==> config.mk <==
export PLATFORM = sky130hd
export DESIGN_NAME = load_store_unit
export DESIGN_NICKNAME = d
export VERILOG_FILES = /design/src/rtl/lsu_pkg.sv /design/src/rtl/load_store_unit_lane_align.sv /design/src/rtl/load_store_unit.sv
export SDC_FILE = /design/constraint.sdc
export NUM_CORES = 1
export LEC_CHECK = 0
export ABC_AREA = 1
export BUFFER_PORTS_ARGS = -buffer_cell sky130_fd_sc_hd__buf_2
export CORE_MARGIN = 2
export CORE_UTILIZATION = 53
export DETAILED_ROUTE_END_ITERATION = 10
export PLACE_DENSITY = 0.81
export SLEW_MARGIN = 20
export SYNTH_ARGS = -nofsm -noshare
export SYNTH_HDL_FRONTEND = slang
export SYNTH_SLANG_ARGS = --single-unit
==> constraint.sdc <==
create_clock -name clk -period 3 [get_ports clk]
set_input_delay 0.45 -clock clk [delete_from_list [all_inputs] [get_ports clk]]
set_output_delay 0.45 -clock clk [all_outputs]
set_load 0.02 [all_outputs]
==> src/rtl/lsu_pkg.sv <==
// Shared definitions for the load/store unit: funct3 size codes, FSM states
// and size-derived byte/offset masks.
package lsu_pkg;

    localparam logic [2:0] F3_B  = 3'b000;
    localparam logic [2:0] F3_H  = 3'b001;
    localparam logic [2:0] F3_W  = 3'b010;
    localparam logic [2:0] F3_D  = 3'b011;
    localparam logic [2:0] F3_BU = 3'b100;
    localparam logic [2:0] F3_HU = 3'b101;
    localparam logic [2:0] F3_WU = 3'b110;

    typedef enum logic [2:0] {
        ST_IDLE,
        ST_LOAD,
        ST_RMW_RD,
        ST_WRITE,
        ST_RESP
    } lsu_state_e;

    // funct3[1:0] encodes log2 of the access size in bytes.
    function automatic logic [63:0] size_mask(input logic [1:0] sz);
        logic [63:0] m;
        case (sz)
            2'd0:    m = 64'h0000_0000_0000_00ff;
            2'd1:    m = 64'h0000_0000_0000_ffff;
            2'd2:    m = 64'h0000_0000_ffff_ffff;
            default: m = 64'hffff_ffff_ffff_ffff;
        endcase
        return m;
    endfunction

    // Offset bits that must be zero for a naturally aligned access.
    function automatic logic [2:0] off_low_mask(input logic [1:0] sz);
        logic [2:0] m;
        case (sz)
            2'd0:    m = 3'b000;
            2'd1:    m = 3'b001;
            2'd2:    m = 3'b011;
            default: m = 3'b111;
        endcase
        return m;
    endfunction

endpackage

==> src/rtl/load_store_unit_lane_align.sv <==
// Combinational byte-lane steering: extracts and extends a load field from a
// doubleword, and merges store data into the old doubleword for RMW.
module lsu_lane_align
    import lsu_pkg::*;
(
    input  logic [2:0]  funct3,
    input  logic [2:0]  off,
    input  logic [63:0] old_dw,
    input  logic [63:0] st_data,
    output logic [63:0] ld_val,
    output logic [63:0] st_merged
);

    logic [5:0]  shamt;
    logic [63:0] mask;
    logic [63:0] field;

    always_comb begin
        shamt     = {off, 3'b000};
        mask      = size_mask(funct3[1:0]);
        field     = (old_dw >> shamt) & mask;
        st_merged = (old_dw & ~(mask << shamt)) | ((st_data & mask) << shamt);
        case (funct3)
            F3_B:                      ld_val = {{56{field[7]}}, field[7:0]};
            F3_H:                      ld_val = {{48{field[15]}}, field[15:0]};
            F3_W:                      ld_val = {{32{field[31]}}, field[31:0]};
            F3_D, F3_BU, F3_HU, F3_WU: ld_val = field;
            default:                   ld_val = '0;
        endcase
    end

endmodule

==> src/rtl/load_store_unit.sv <==
// RV64 load/store unit over a doubleword memory without byte enables.
// Optional macro LSU_MISALIGN_TRAP_EN: trap misaligned accesses instead of aligning down.
module load_store_unit
    import lsu_pkg::*;
#(
    parameter int unsigned DEPTH = 1024
) (
    input  logic        clk,
    input  logic        rst,
    input  logic        req_valid,
    output logic        req_ready,
    input  logic        req_write,
    input  logic [2:0]  req_funct3,
    input  logic [63:0] req_addr,
    input  logic [63:0] req_wdata,
    output logic        resp_valid,
    output logic [63:0] resp_rdata,
    output logic        resp_err,
    output logic        resp_misaligned,
    output logic        busy,
    output logic [63:0] mem_addr,
    output logic [63:0] mem_wdata,
    output logic        mem_read,
    output logic        mem_write,
    input  logic [63:0] mem_rdata
);

    localparam logic [63:0] MEM_BYTES = 64'(DEPTH) * 64'd8;

    lsu_state_e  state_q, state_d;
    logic [2:0]  funct3_q, funct3_d;
    logic [2:0]  off_q, off_d;
    logic [63:0] wdata_q, wdata_d;
    logic [63:0] mem_addr_q, mem_addr_d;
    logic [63:0] mem_wdata_q, mem_wdata_d;
    logic        mem_read_q, mem_read_d;
    logic        mem_write_q, mem_write_d;
    logic        resp_valid_q, resp_valid_d;
    logic        resp_err_q, resp_err_d;
    logic        resp_mis_q, resp_mis_d;
    logic [63:0] resp_rdata_q, resp_rdata_d;

    logic [2:0]  low_mask;
    logic [2:0]  req_off;
    logic        req_illegal;
    logic        req_oor;
    logic        req_mis;
    logic [63:0] ld_val;
    logic [63:0] st_merged;

    always_comb begin
        low_mask    = off_low_mask(req_funct3[1:0]);
        req_off     = req_addr[2:0] & ~low_mask;
        req_illegal = req_write ? (req_funct3 > F3_D) : (req_funct3 > F3_WU);
        req_oor     = (req_addr >= MEM_BYTES);
`ifdef LSU_MISALIGN_TRAP_EN
        req_mis     = |(req_addr[2:0] & low_mask);
`else
        req_mis     = 1'b0;
`endif
    end

    // Old doubleword always comes straight from memory during LOAD / RMW_RD.
    lsu_lane_align u_lane_align (
        .funct3    (funct3_q),
        .off       (off_q),
        .old_dw    (mem_rdata),
        .st_data   (wdata_q),
        .ld_val    (ld_val),
        .st_merged (st_merged)
    );

    always_comb begin
        state_d      = state_q;
        funct3_d     = funct3_q;
        off_d        = off_q;
        wdata_d      = wdata_q;
        mem_addr_d   = mem_addr_q;
        mem_wdata_d  = mem_wdata_q;
        mem_read_d   = 1'b0;
        mem_write_d  = 1'b0;
        resp_valid_d = 1'b0;
        resp_err_d   = 1'b0;
        resp_mis_d   = 1'b0;
        resp_rdata_d = '0;

        case (state_q)
            ST_IDLE: begin
                if (req_valid) begin
                    funct3_d   = req_funct3;
                    off_d      = req_off;
                    wdata_d    = req_wdata;
                    mem_addr_d = {3'b000, req_addr[63:3]};
                    if (req_illegal || req_oor) begin
                        state_d      = ST_RESP;
                        resp_valid_d = 1'b1;
                        resp_err_d   = 1'b1;
                    end else if (req_mis) begin
                        state_d      = ST_RESP;
                        resp_valid_d = 1'b1;
                        resp_mis_d   = 1'b1;
                    end else if (!req_write) begin
                        state_d    = ST_LOAD;
                        mem_read_d = 1'b1;
                    end else if (req_funct3 == F3_D) begin
                        state_d     = ST_WRITE;
                        mem_write_d = 1'b1;
                        mem_wdata_d = req_wdata;
                    end else begin
                        state_d    = ST_RMW_RD;
                        mem_read_d = 1'b1;
                    end
                end
            end
            ST_LOAD: begin
                state_d      = ST_RESP;
                resp_valid_d = 1'b1;
                resp_rdata_d = ld_val;
            end
            ST_RMW_RD: begin
                state_d     = ST_WRITE;
                mem_write_d = 1'b1;
                mem_wdata_d = st_merged;
            end
            ST_WRITE: begin
                state_d      = ST_RESP;
                resp_valid_d = 1'b1;
            end
            ST_RESP: begin
                state_d = ST_IDLE;
            end
            default: begin
                state_d = ST_IDLE;
            end
        endcase
    end

    always_ff @(posedge clk) begin
        if (rst) begin
            state_q      <= ST_IDLE;
            mem_addr_q   <= '0;
            mem_wdata_q  <= '0;
            mem_read_q   <= 1'b0;
            mem_write_q  <= 1'b0;
            resp_valid_q <= 1'b0;
            resp_err_q   <= 1'b0;
            resp_mis_q   <= 1'b0;
            resp_rdata_q <= '0;
        end else begin
            state_q      <= state_d;
            mem_addr_q   <= mem_addr_d;
            mem_wdata_q  <= mem_wdata_d;
            mem_read_q   <= mem_read_d;
            mem_write_q  <= mem_write_d;
            resp_valid_q <= resp_valid_d;
            resp_err_q   <= resp_err_d;
            resp_mis_q   <= resp_mis_d;
            resp_rdata_q <= resp_rdata_d;
        end
    end

    // Request capture registers only matter while busy, so they skip reset.
    always_ff @(posedge clk) begin
        funct3_q <= funct3_d;
        off_q    <= off_d;
        wdata_q  <= wdata_d;
    end

    assign req_ready       = (state_q == ST_IDLE);
    assign busy            = (state_q != ST_IDLE);
    assign mem_addr        = mem_addr_q;
    assign mem_wdata       = mem_wdata_q;
    assign mem_read        = mem_read_q;
    assign mem_write       = mem_write_q;
    assign resp_valid      = resp_valid_q;
    assign resp_err        = resp_err_q;
    assign resp_misaligned = resp_mis_q;
    assign resp_rdata      = resp_rdata_q;

endmodule

==> impl_summary.log <==
[metrics] max-capacitance violation count: 0
[metrics] DRT antenna net count: 0
[metrics] classification of the worst setup path: reg -> reg
[metrics] core box area: 26100 sq um
[metrics] timing startpoint of the critical path: off_q[0]$_DFFE_PP_
[metrics] number of H-tree levels: 1
[metrics] critical path, cell by cell: buf_12 -> o21ai_0 -> nand2_1 -> o21ai_1 -> nand2_1 -> nand3_2 -> nand2_4 -> o21ai_0 -> inv_1
[metrics] pin count of the biggest net entering global routing: 71
[metrics] detailed-placement wirelength estimate: 42.7 mm
[metrics] multi-input gate area in the final layout: approximately 6900 sq um
[metrics] Tot Pwr: 8810 uW
[metrics] kind of start point of the critical path: flop
[metrics] fraction of layout instances using a drive strength above 1: 23.5%
[metrics] CTS tree: built
[metrics] total of warnings raised by yosys: 0
[metrics] site row count: 59
[metrics] Final Cycle Share: 78.0%
[metrics] wire length of the first global-routing pass: 84.4 mm
[metrics] top cell type by total area after synthesis: dfxtp_1
[metrics] Netlist Area Pre-Place: 14100 sq um
[metrics] Final Net Count: 2527
[metrics] clock network fraction of total power: approximately 39%
[metrics] required time of the critical path: approximately 3.4 ns
[metrics] number of buffers inserted for hold repair after clock tree synthesis: 0
[metrics] number of standard cells after synthesis: between 2000 and 2500
[metrics] data arrival time of the critical path: roughly 2.8 ns
[metrics] Setup TNS: 0 ns
[metrics] switching part of the total power: 28.9%
[metrics] synth-to-layout area growth: 20.3%
[metrics] clock period minus final worst setup slack: 2.34 ns
[metrics] maximum clock path buffer count: 3
[metrics] max-slew violation count: 0
[metrics] via count normalized by instance count: 5.82
[metrics] Total Die Area: approximately 28000 sq um
[metrics] count of cells resized by post-cts repair: 0
[metrics] source of the worst register-to-register timing path: off_q[0]$_DFFE_PP_
[metrics] leading cell types by total area after synthesis: dfxtp_1, edfxtp_1, nand2_1
[metrics] number of top-level pins: 398
[metrics] number of enable-type register cells in the synthesized netlist: 70
[metrics] hold crit path type: in -> reg
[metrics] per-cell routed wire length: 20.9 um
[metrics] total number of vias: about 16000
[metrics] Remaining DRCs: 0
[metrics] Finish-stage setup viols: 0
[metrics] result of the run: finished clean
[metrics] hold wc startpoint: req_wdata[6]
[metrics] Die Span Y: 167 um
[metrics] transition at the pin with the smallest max-transition slack: approximately 0.99 ns
[metrics] total of buffers placed on input and output ports: 393
[metrics] leakage power summed over all cells: 0.00821 uW
[metrics] sw power: 2550 uW
[metrics] Filler Cell Count: 2335
[metrics] area share of the leading cell type in the synthesized netlist: 27.8%
[metrics] Util after Layout: 65.0%
[metrics] worst stage delay on the critical path: 0.53 ns
[metrics] GP Congestion: 1.04
[metrics] number of antenna violations at the first check in global routing: 2
[metrics] number of hold-slack violations in the final timing report: 0
[metrics] top_reg_cell synth: dfxtp_1
[metrics] root buf cell: clkbuf_16
[metrics] fin area: between 15000 and 20000 sq um
[metrics] endpoint type of the worst setup path: flop
[metrics] horizontal die dimension: 167 um
[metrics] fmax: 427 MHz
[metrics] worst-case headroom to the max-slew limit: between 30% and 40%
[metrics] CTS clk-pin slew, worst paths: 0.07 ns
[metrics] starting density of the core: 54.1%
[metrics] CTS sink cnt: about 270
[metrics] Max Fanout on Critical Path: 70
[metrics] fraction of synthesis flops using an asynchronous set or reset pin: 0%
[metrics] wire length after detailed routing: 56.1 mm
[metrics] count of cell types in the netlist: 43
[metrics] unrepaired setup endpoints after global routing: false
[metrics] number of design-rule violations left by the first detailed-router iteration: between 2000 and 2500
[metrics] buffer count from post-CTS setup fixing: 0
[metrics] internal cell power: between 6000 and 7000 uW
[metrics] vias in the first global route: about 15000
[metrics] count of TritonRoute iterations in the first routing pass: 6
[metrics] worst-path cell with the longest stage delay: edfxtp_1
[metrics] CTS Buf Count: 28
[metrics] Reg area: 6030 sq um
[metrics] share of synthesized area occupied by flip-flops and latches: 42.8%
[metrics] Combinational Power Share: around 17%
[metrics] register share of total power: 44.3%
[metrics] Post-Synthesis Mean Instance Area: 7.01 sq um
[metrics] final clock skew: 0.0549 ns
[metrics] worst vdd ir: 0.000677 V
[metrics] overall routing resource usage: a little under 40%
[metrics] clk_lat worst skew: 0.59 ns
[metrics] GRT Residual Overflow: 0
[metrics] Placement Cell Area: 16000 sq um
[metrics] Power Density: roughly 520 nW/um^2
[metrics] post-synthesis register bit count: 266
cell usage after synthesis, drive strengths merged, types with 2 or more instances:
cell	count
nand2	399
nor2	394
nand3	281
o21ai	204
dfxtp	196
a21oi	107
buf	100
inv	93
edfxtp	70
clkbuf	46
or2	43
o211ai	22
nand4	15
a22oi	8
nand3b	8
a221oi	5
mux2i	4
o22ai	4
nor3	2
nor4	2
o2111ai	2
o31ai	2
cell families after synthesis:
kind of cell           count (synthesis)  synth area share (%)
and+or+nand+nor                     1146                  35.0
buffers and inverters                239                  8.29
other                                  1                0.0266
AOI/OAI and AO/OA                    354                  13.6
muxes                                  4                 0.284
DFF                                  266                  42.8
flip-flops by register name, summed over array words and instances, names as in the netlist:
signal,count
mem_write,1
mem_read,1
resp_rdata,64
mem_wdata,64
mem_addr,61
state_q,3
resp_err,1
resp_valid,1
funct3_q,3
wdata_q,64
off_q,3
layer usage:
layer	part of all wire (%)	vias up	track usage, %
li1	-	7280	-
met1	39	7174	49.7
met2	46	970	63.6
met3	10	178	8.56
met4	4.9	2	16.3
met5	0.020	-	0
power by group through the flow:
stage / logic, uW / clock network, uW / registers, uW
6_report: 1460 / 3450 / 3900
5_1_grt: 1570 / 3610 / 3910
4_1_cts: 1420 / 3470 / 3900
3_5_place_dp: 1410 / 0 / 3970
3_3_place_gp: 1400 / 0 / 3970
2_1_floorplan: 790 / 0 / 4030
final timing paths:
| kind | end | slack, ns | cells past startpoint |
|---|---|---|---|
| max | resp_rdata[23]$_SDFF_PP0_ | 0.66 | 9 |
| min | wdata_q[6]$_DFFE_PP_ | 0.05 | 1 |
| max reg2reg | resp_rdata[23]$_SDFF_PP0_ | 0.66 | 9 |
| min reg2reg | mem_wdata[39]$_SDFFE_PP0P_ | 0.46 | 2 |
cell type report:
type / instances / area share, %
antenna: 1 / 0.0148
clock buffer: 41 / 4.91
clock inverter: 7 / 0.524
inverter: 93 / 2.07
multi-input combinational: 1508 / 40.9
sequential: 266 / 35.6
tap: 335 / 2.47
timing repair buffer: 431 / 13.6
placed cells by master, fill, tap and decap left out, types with 2 or more instances in the layout:
master     instances
nand3b_1           8
buf_2            393
inv_1             81
a21oi_1          100
nand2_2            6
conb_1             4
or2_2             37
o21ai_0          164
clkinv_2           4
nor4_1             2
nand2_1          392
nor2_4             6
o2111ai_1          2
edfxtp_1          70
a221oi_1           5
dfxtp_1          196
nand4_1           14
o22ai_1            4
nor2_1           382
mux2i_1            4
buf_12             4
clkbuf_8           4
o31ai_1            2
nor3_1             2
or2_1              6
o211ai_1          21
clkbuf_1           7
inv_2             11
a22oi_1            7
nor2_2             5
o21ai_1           39
nand3_1          280
buf_4             34
clkbuf_16         30
a21oi_2            7
metrics by stage:
stage          hold slack [ns]  cells  setup slack, ns
2_1_floorplan            0.487   2013            0.446
3_3_place_gp             0.449   2633            0.765
3_5_place_dp             0.453   2633            0.731
4_1_cts                 0.0453   2681            0.716
5_1_grt                 0.0518   2682            0.490
6_report                0.0546   2682            0.659
worst max-delay path: cells and delay by family, from the launching register on:
family | cells | cell delay, ns
flip-flops | 1 | 0.53
buffers and inverters | 2 | 0.34
AO/OA/AOI/OAI | 3 | 0.62
AND/OR/NAND/NOR | 4 | 0.67
Note: power is estimated with default switching activity, not from simulation.
